==> config.mk <==
export PLATFORM = sky130hd
export DESIGN_NAME = key_debounce_pulse
export DESIGN_NICKNAME = d
export VERILOG_FILES = /design/src/rtl/key_debounce_pulse_pkg.sv /design/src/rtl/key_debounce_pulse_sync_2ff.sv /design/src/rtl/key_debounce_pulse.sv
export SDC_FILE = /design/constraint.sdc
export NUM_CORES = 1
export LEC_CHECK = 0
export BUFFER_PORTS_ARGS = -buffer_cell sky130_fd_sc_hd__buf_4
export CAP_MARGIN = 20
export CELL_PAD_IN_SITES_DETAIL_PLACEMENT = 0
export CELL_PAD_IN_SITES_GLOBAL_PLACEMENT = 1
export CORE_MARGIN = 2
export CORE_UTILIZATION = 33
export DETAILED_ROUTE_END_ITERATION = 7
export PLACE_DENSITY_LB_ADDON = 0.15
export RECOVER_POWER = 25
export SYNTH_ARGS = -nofsm -noshare
export SYNTH_HDL_FRONTEND = slang
export SYNTH_SLANG_ARGS = --single-unit
==> constraint.sdc <==
create_clock -name CLK -period 2.9 [get_ports CLK]
set_input_delay 0.435 -clock CLK [delete_from_list [all_inputs] [get_ports CLK]]
set_output_delay 0.435 -clock CLK [all_outputs]
set_load 0.01 [all_outputs]
==> src/rtl/key_debounce_pulse_pkg.sv <==
// Shared definitions for push-button input blocks: FSM state encoding and
// default timing constants for 50 MHz boards.
package key_debounce_pulse_pkg;

    typedef enum logic [1:0] {
        ST_IDLE      = 2'd0,
        ST_PRESS_CHK = 2'd1,
        ST_HELD      = 2'd2,
        ST_REL_CHK   = 2'd3
    } key_state_t;

    localparam int CLK_HZ          = 50_000_000;
    localparam int DEF_DEB_CYCLES  = 1_000_000;   // 20 ms
    localparam int DEF_CNT_W       = 20;
    localparam int DEF_REP_DELAY   = 25_000_000;  // 500 ms
    localparam int DEF_REP_PERIOD  = 5_000_000;   // 100 ms

    // Bits needed to hold values 0..n
    function automatic int cnt_width(input int n);
        return (n < 2) ? 1 : $clog2(n + 1);
    endfunction

endpackage

==> src/rtl/key_debounce_pulse_sync_2ff.sv <==
// Two-flop synchroniser for a single asynchronous bit; async active-high reset
// loads RST_VAL into both stages.
module sync_2ff #(
    parameter logic RST_VAL = 1'b0
) (
    input  logic CLK,
    input  logic RST,
    input  logic D,
    output logic Q
);

    logic meta_p0;
    logic sync_p1;

    always_ff @(posedge CLK or posedge RST) begin
        if (RST) begin
            meta_p0 <= RST_VAL;
            sync_p1 <= RST_VAL;
        end else begin
            meta_p0 <= D;
            sync_p1 <= meta_p0;
        end
    end

    assign Q = sync_p1;

endmodule

==> src/rtl/key_debounce_pulse.sv <==
// Push-button debouncer producing one count-enable pulse per accepted press,
// a release pulse and the debounced level. Auto-repeat under `KEY_REPEAT_EN.
module key_debounce_pulse
    import key_debounce_pulse_pkg::*;
#(
    parameter int DEB_CYCLES  = DEF_DEB_CYCLES,
    parameter int CNT_W       = DEF_CNT_W,
    parameter bit KEY_ACT_LOW = 1'b1,
    parameter int REP_DELAY   = DEF_REP_DELAY,
    parameter int REP_PERIOD  = DEF_REP_PERIOD
) (
    input  logic CLK,
    input  logic RST,
    input  logic KEY_IN,
    output logic KEY_LEVEL,
    output logic KEY_PULSE,
    output logic KEY_REL
);

    if (DEB_CYCLES < 2 || (2 ** CNT_W) <= DEB_CYCLES || REP_PERIOD < 1 || REP_DELAY < 1) begin : g_bad_cfg
        $error("key_debounce_pulse: illegal timing parameters");
    end

    // Transition fires on the cycle the counter would step to DEB_CYCLES-1,
    // which keeps edge-to-pulse latency at exactly 2 + DEB_CYCLES clocks.
    localparam logic [CNT_W-1:0] CNT_LAST = CNT_W'(DEB_CYCLES - 2);

    function automatic logic [CNT_W-1:0] sat_inc(input logic [CNT_W-1:0] v);
        return (v == '1) ? v : v + CNT_W'(1);
    endfunction

    logic             key_sync;
    logic             k;
    key_state_t       state_q, state_d;
    logic [CNT_W-1:0] cnt_q, cnt_d;
    logic             pulse_q, pulse_d;
    logic             rel_q, rel_d;
    logic             level_q, level_d;
    logic             rep_fire;

    sync_2ff #(
        .RST_VAL (KEY_ACT_LOW)
    ) u_sync (
        .CLK (CLK),
        .RST (RST),
        .D   (KEY_IN),
        .Q   (key_sync)
    );

    assign k = KEY_ACT_LOW ? ~key_sync : key_sync;

    always_ff @(posedge CLK or posedge RST) begin
        if (RST) state_q <= ST_IDLE;
        else     state_q <= state_d;
    end

    always_comb begin
        state_d = state_q;
        case (state_q)
            ST_IDLE:      if (k) state_d = ST_PRESS_CHK;
            ST_PRESS_CHK: if (!k) state_d = ST_IDLE;
                          else if (cnt_q == CNT_LAST) state_d = ST_HELD;
            ST_HELD:      if (!k) state_d = ST_REL_CHK;
            ST_REL_CHK:   if (k) state_d = ST_HELD;
                          else if (cnt_q == CNT_LAST) state_d = ST_IDLE;
            default:      state_d = ST_IDLE;
        endcase
    end

    always_comb begin
        cnt_d   = '0;
        pulse_d = 1'b0;
        rel_d   = 1'b0;
        level_d = (state_q == ST_HELD) || (state_q == ST_REL_CHK);
        if (state_d == state_q && (state_q == ST_PRESS_CHK || state_q == ST_REL_CHK))
            cnt_d = sat_inc(cnt_q);
        if (state_q == ST_PRESS_CHK && state_d == ST_HELD)
            pulse_d = 1'b1;
        if (state_q == ST_REL_CHK && state_d == ST_IDLE)
            rel_d = 1'b1;
        if (rep_fire)
            pulse_d = 1'b1;
    end

    always_ff @(posedge CLK or posedge RST) begin
        if (RST) begin
            cnt_q   <= '0;
            pulse_q <= 1'b0;
            rel_q   <= 1'b0;
            level_q <= 1'b0;
        end else begin
            cnt_q   <= cnt_d;
            pulse_q <= pulse_d;
            rel_q   <= rel_d;
            level_q <= level_d;
        end
    end

`ifdef KEY_REPEAT_EN
    localparam int REP_W = cnt_width((REP_DELAY > REP_PERIOD) ? REP_DELAY : REP_PERIOD);
    localparam logic [REP_W-1:0] REP_DELAY_LAST  = REP_W'(REP_DELAY - 1);
    localparam logic [REP_W-1:0] REP_PERIOD_LAST = REP_W'(REP_PERIOD - 1);

    logic [REP_W-1:0] rep_cnt_q, rep_cnt_d;
    logic             rep_first_q, rep_first_d;
    logic             rep_fire_d;

    // Any cycle not spent staying in HELD re-arms the initial delay.
    always_comb begin
        rep_cnt_d   = rep_cnt_q;
        rep_first_d = rep_first_q;
        rep_fire_d  = 1'b0;
        if (state_q != ST_HELD || state_d != ST_HELD) begin
            rep_cnt_d   = '0;
            rep_first_d = 1'b1;
        end else if (rep_cnt_q == (rep_first_q ? REP_DELAY_LAST : REP_PERIOD_LAST)) begin
            rep_fire_d  = 1'b1;
            rep_cnt_d   = '0;
            rep_first_d = 1'b0;
        end else begin
            rep_cnt_d   = rep_cnt_q + REP_W'(1);
        end
    end

    always_ff @(posedge CLK or posedge RST) begin
        if (RST) begin
            rep_cnt_q   <= '0;
            rep_first_q <= 1'b1;
        end else begin
            rep_cnt_q   <= rep_cnt_d;
            rep_first_q <= rep_first_d;
        end
    end

    assign rep_fire = rep_fire_d;
`else
    assign rep_fire = 1'b0;
`endif

    assign KEY_LEVEL = level_q;
    assign KEY_PULSE = pulse_q;
    assign KEY_REL   = rel_q;

endmodule

After elaboration in Yosys (flattened, before gate mapping)
Cells that the tools add are included.
{ "classes": {"muxes": 11, "eq_ne": 8, "n_reduce_logical": 7, "n_addsub": 1} }
{ "ops": {"columns": ["operator", "count"], "rows": [
  ["$eq A20 B20 Y1 const B", 2],
  ["$mux W20", 2],
  ["$add A20 B1 Y20 const B", 1],
  ["$mux W2", 6],
  ["$pmux W2 S4", 1],
  ["$eq A2 B2 Y1 const B", 3],
  ["$logic_not A2 Y1", 2],
  ["$logic_and A1 B1 Y1", 3],
  ["$eq A2 B1 Y1 const B", 1],
  ["$eq A2 B2 Y1", 1],
  ["$logic_or A1 B1 Y1", 2],
  ["$mux W1", 2],
  ["$ne A2 B2 Y1 const B", 1]
]} }
{ "totals": {"register_bits": 27, "input_bits": 3} }

Depth between registers and ports, before layout
{ "logic_depth": {"word_depth": 7, "ltp_mapped": 7, "mapped_depth_nobuf": 6} }

Hierarchy
A second synthesis with hierarchy kept.
{ "hier_totals": {"hier_cells": 152, "hier_area_um2": 1442.6} }
{ "by_module_without_submodules": {"columns": ["module", "instances", "cells_each", "area_per_inst_um2"], "rows": [
  ["key_debounce_pulse", 1, 149, 1386.3],
  ["sync_2ff", 1, 3, 56.3]
]} }

Worst setup path after synthesis
Ideal clock, no wire load.
{ "synth_timing": {"kind": "register -> register", "from": "register cnt_q[0]", "to": "register cnt_q[14]", "slack_ns": 1.180, "arrival_time_ns": 1.584, "path_stages_with_launch": 8, "setup_time_ns": 0.137, "t_required_ns": 2.763, "path_buffers": 1, "synth_period_minus_slack_ns": 1.720, "path_cell_list": "dfrtp_1 > inv_1 > ha_1 > nor4bb_1 > nand3_1 > o21ai_1 > buf_2 > a211oi_1"} }
{ "synth_via": {"elab_chain_cells": 7, "elab_cells_between_ends": 13} }
{ "synth_rtl": {"columns": ["element", "line_no", "rtl"], "rows": [
  ["start: declaration", "key_debounce_pulse.sv:35", "logic [CNT_W-1:0] cnt_q, cnt_d;"],
  ["start signal: assignment", "key_debounce_pulse.sv:92", "cnt_q <= cnt_d;"],
  ["$eq A20 B20 Y1", "key_debounce_pulse.sv:62, key_debounce_pulse.sv:65", null],
  ["$mux W2, on equally long branches", "key_debounce_pulse.sv:65, key_debounce_pulse.sv:62", null],
  ["$mux W2, on equally long branches", "key_debounce_pulse.sv:64, key_debounce_pulse.sv:61", null],
  ["$pmux W2 S4", "key_debounce_pulse.sv:59", "case (state_q)"],
  ["$eq A2 B2 Y1", "key_debounce_pulse.sv:75", "if (state_d == state_q && (state_q == ST_PRESS_CHK || state_q == ST_REL_CHK))"],
  ["$logic_and A1 B1 Y1", "key_debounce_pulse.sv:75", null],
  ["$ne A2 B2 Y1 (no source line) or $mux W20 (tied branches)", null, null]
]} }
Several ways; a longest one is shown, not always the timed one. The select of a mux whose other input is x is not followed.
A chain may end at the register's enable or synchronous reset.

Worst setup path after layout
{ "layout_timing": {"from": "register cnt_q[2]", "to": "register state_q[1]"} }
{ "layout_via": {"elab_chain_cells": 4, "elab_cells_between_ends": 6} }
{ "layout_rtl": {"columns": ["element", "line_no", "rtl"], "rows": [
  ["$eq A20 B20 Y1 *", "key_debounce_pulse.sv:62, key_debounce_pulse.sv:65", null],
  ["$mux W2, on equally long branches", "key_debounce_pulse.sv:65, key_debounce_pulse.sv:62", null],
  ["$mux W2, on equally long branches", "key_debounce_pulse.sv:64, key_debounce_pulse.sv:61", null],
  ["$pmux W2 S4 *", "key_debounce_pulse.sv:59", null],
  ["named net state_d[1]", "key_debounce_pulse.sv:34", "key_state_t state_q, state_d;"],
  ["end signal: assignment", "key_debounce_pulse.sv:54", "else state_q <= state_d;"],
  ["end: declaration", "key_debounce_pulse.sv:34", null]
]} }
Mark *: on every way through the listed nets, which the timed path passes. The rest lies on a longest branch.

==> metrics.txt <==
status=finished clean; port buffer count=5; fmax=0.486 GHz; TNS Setup=0 ns; Async S/R FF share, synth=1.00; Fillers=465; DPL Wire Length=2520 µm; DR WL/cell=16.7 µm; hold buffer count at cts=0; total grt overflow=0; Placed Cells=211; First-pass DRT Iterations=4; stages on the worst setup path=4; Root Buffer=clkbuf_8; I/O pin cnt=6; unrepaired setup endpoints after global routing=false; via-per-instance ratio=5.89; Worst path max stage delay=0.47 ns; Final setup viols=0; Power Density=389 nW/µm²; number of global-route vias before repair=1220; cts bufs inserted=3; synth top area cells=dfrtp_1 (41%), a21oi_1 (5.3%), nand3_1 (5.0%); Seq/Total Area, Yosys=0.449; CP cell instances=and4_1 -> nand4_1 -> nor3_1 -> mux2i_1; Synth Instances=161; Setup Fix Bufs, Post-CTS=0; YS warnings=0; Clock H-tree levels=1; Slowest cell on crit path=and4_1; Hold Path Class=input port to async pin; post-layout min period=2.06 ns; slew of the pin with the lowest slew margin=1.00 ns; max-slew violation count=0; post-CTS sizing=0; Syn Area/Cell=9.38 µm²; final period utilization=0.709; #FFs+latches synth=27; reg-to-reg slack, setup=0.84 ns; most frequent cell after synthesis=dfrtp_1; Worst Reg-to-Reg Cells=4; via count=1272; Top delay family on crit path=simple AND/OR/NAND/NOR gates; most instantiated cells after synthesis=dfrtp_1 (25), a21oi_1 (16), nand3_1 (15); global-route wire length before repair=6040 µm; final hold violations=0; Netlist Area Pre-Place=1510 µm²; Core Region=4380 µm²; Reg-to-Reg Start=cnt_q[2]; initial core utilization=0.344; Clock Path Buffers=2; CP required=3.10 ns; Synthesized Nets=166; Placer Congestion=0.795; Peak VDD IR=0.000226 V; largest net degree at the start of global routing=27; Crit Path Max Fanout=11; count of cell types in the netlist=35; top cell type's share of synthesized area=0.414; nets@finish=170; DRT iter0 DRCs=86; Multi-input gate area=768 µm²; GRT Util Overall=0.149; relative slew slack=0.333; crit path launch=cnt_q[2]; share of cells above drive strength 1=0.104; non-filler cells, final=216; wirelength, routed=3610 µm; DIE WIDTH=71.7 µm; CTS tree=done; register area=678 µm²; CP Launch Type=flop; Remaining DRCs=0; Area growth syn-to-layout=8.78%; Rows=24; critical path class=flop to flop; clk slew on worst S/H paths=0.10 ns; crit path buf inv count=0; reg2reg end=state_q[1]; CP arrival=2.26 ns; ANT cells=0; Die ar.=5130 µm²; clk_skew=0.00500 ns; crit end category=flop; Leak=0.616 nW; Antenna Violating Nets Remaining=0; initial antenna violation count=0; Primary FF master, synth=dfrtp_1; number of flops mapped to enable cells by yosys=0; cell taking the most area after synthesis=dfrtp_1; Die H=71.7 µm; clk_lat worst skew=0.28 ns; critical path capture point=state_q[1]; clock sinks=27; # Max-Cap Violations=0
[worst reg2reg max path: stages (launching register included)]
cell	delay, ns
dfrtp_1	0.46
and4_1	0.47
nand4_1	0.34
nor3_1	0.47
mux2i_1	0.24
[cell usage in the layout (no fill, tap or decap), types with 3 or more instances in the layout]
| master | n |
|---|---|
| mux2i_1 | 5 |
| clkbuf_8 | 3 |
| o31ai_1 | 6 |
| a21oi_1 | 16 |
| inv_1 | 5 |
| dfrtp_1 | 25 |
| and3_1 | 4 |
| and4_1 | 3 |
| nor2_1 | 8 |
| buf_4 | 6 |
| nand3_1 | 15 |
| or3_1 | 7 |
| nor4_1 | 3 |
| nand2_1 | 5 |
| o211ai_1 | 4 |
| or4_1 | 5 |
| nand4_1 | 8 |
| nor3_1 | 8 |
| nor4b_1 | 3 |
[state kept, by name, indices dropped and copies added, names as in the netlist]
| name | count |
|---|---|
| cnt_q | 20 |
| state_q | 2 |
| KEY_LEVEL | 1 |
| KEY_PULSE | 1 |
| KEY_REL | 1 |
| u_sync.Q | 1 |
| u_sync.meta_p0 | 1 |
[power by group]
| part | total (mW) | leakage, nW | internal, mW | switching [mW] |
|---|---|---|---|---|
| clock | 0.228 | 0.0217 | 0.0978 | 0.130 |
| combinational | 0.0277 | 0.227 | 0.00919 | 0.0185 |
| sequential | 0.384 | 0.367 | 0.381 | 0.00305 |
[metal layers]
metal | GRT usage | part of all wire | vias up
li1 | - | - | 627
met5 | 0 | 0 | -
met2 | 0.224 | 0.45 | 23
met3 | 0.0211 | 0.030 | 4
met4 | 0.0440 | 0.0089 | 0
met1 | 0.223 | 0.51 | 618
[stage by stage]
step | hold slack [ns] | setup slack (ns) | util | power (mW) | instance area, µm²
detailed placement | 0.347 | 0.879 | 0.363 | 0.419 | 1590
CTS | 0.244 | 0.862 | 0.374 | 0.650 | 1640
finish | 0.112 | 0.843 | 0.375 | 0.639 | 1640
global placement | 0.350 | 0.958 | 0.363 | 0.419 | 1590
floorplan | 0.345 | 1.18 | - | 0.409 | 1510
global route | 0.155 | 0.672 | 0.375 | 0.671 | 1640
[how the worst min path moves through the flow]
stage / end / slack [ns]
2_1_floorplan: u_sync.Q / 0.35
4_1_cts: u_sync.meta_p0 / 0.24
6_report: cnt_q[11] / 0.11
3_3_place_gp: u_sync.Q / 0.35
5_1_grt: cnt_q[11] / 0.16
3_5_place_dp: u_sync.Q / 0.35
[final cells by class]
type,count,share of cell area
Tap cell,52,0.0396
Clock buffer,3,0.0251
Timing Repair Buffer,9,0.0388
Sequential cell,27,0.413
Clock inverter,1,0.00457
Multi-Input combinational cell,119,0.468
Inverter,5,0.0114
[cell families after synthesis]
| kind of cell | count (synthesis) | share of synthesized area |
|---|---|---|
| simple gates | 74 | 0.299 |
| compound gates | 37 | 0.154 |
| flops | 27 | 0.449 |
| buf+inv | 15 | 0.0423 |
| mux | 5 | 0.0331 |
| fa+ha+maj | 2 | 0.0166 |
| xor+xnor | 1 | 0.00580 |
Power figures use the tool's default switching activity.
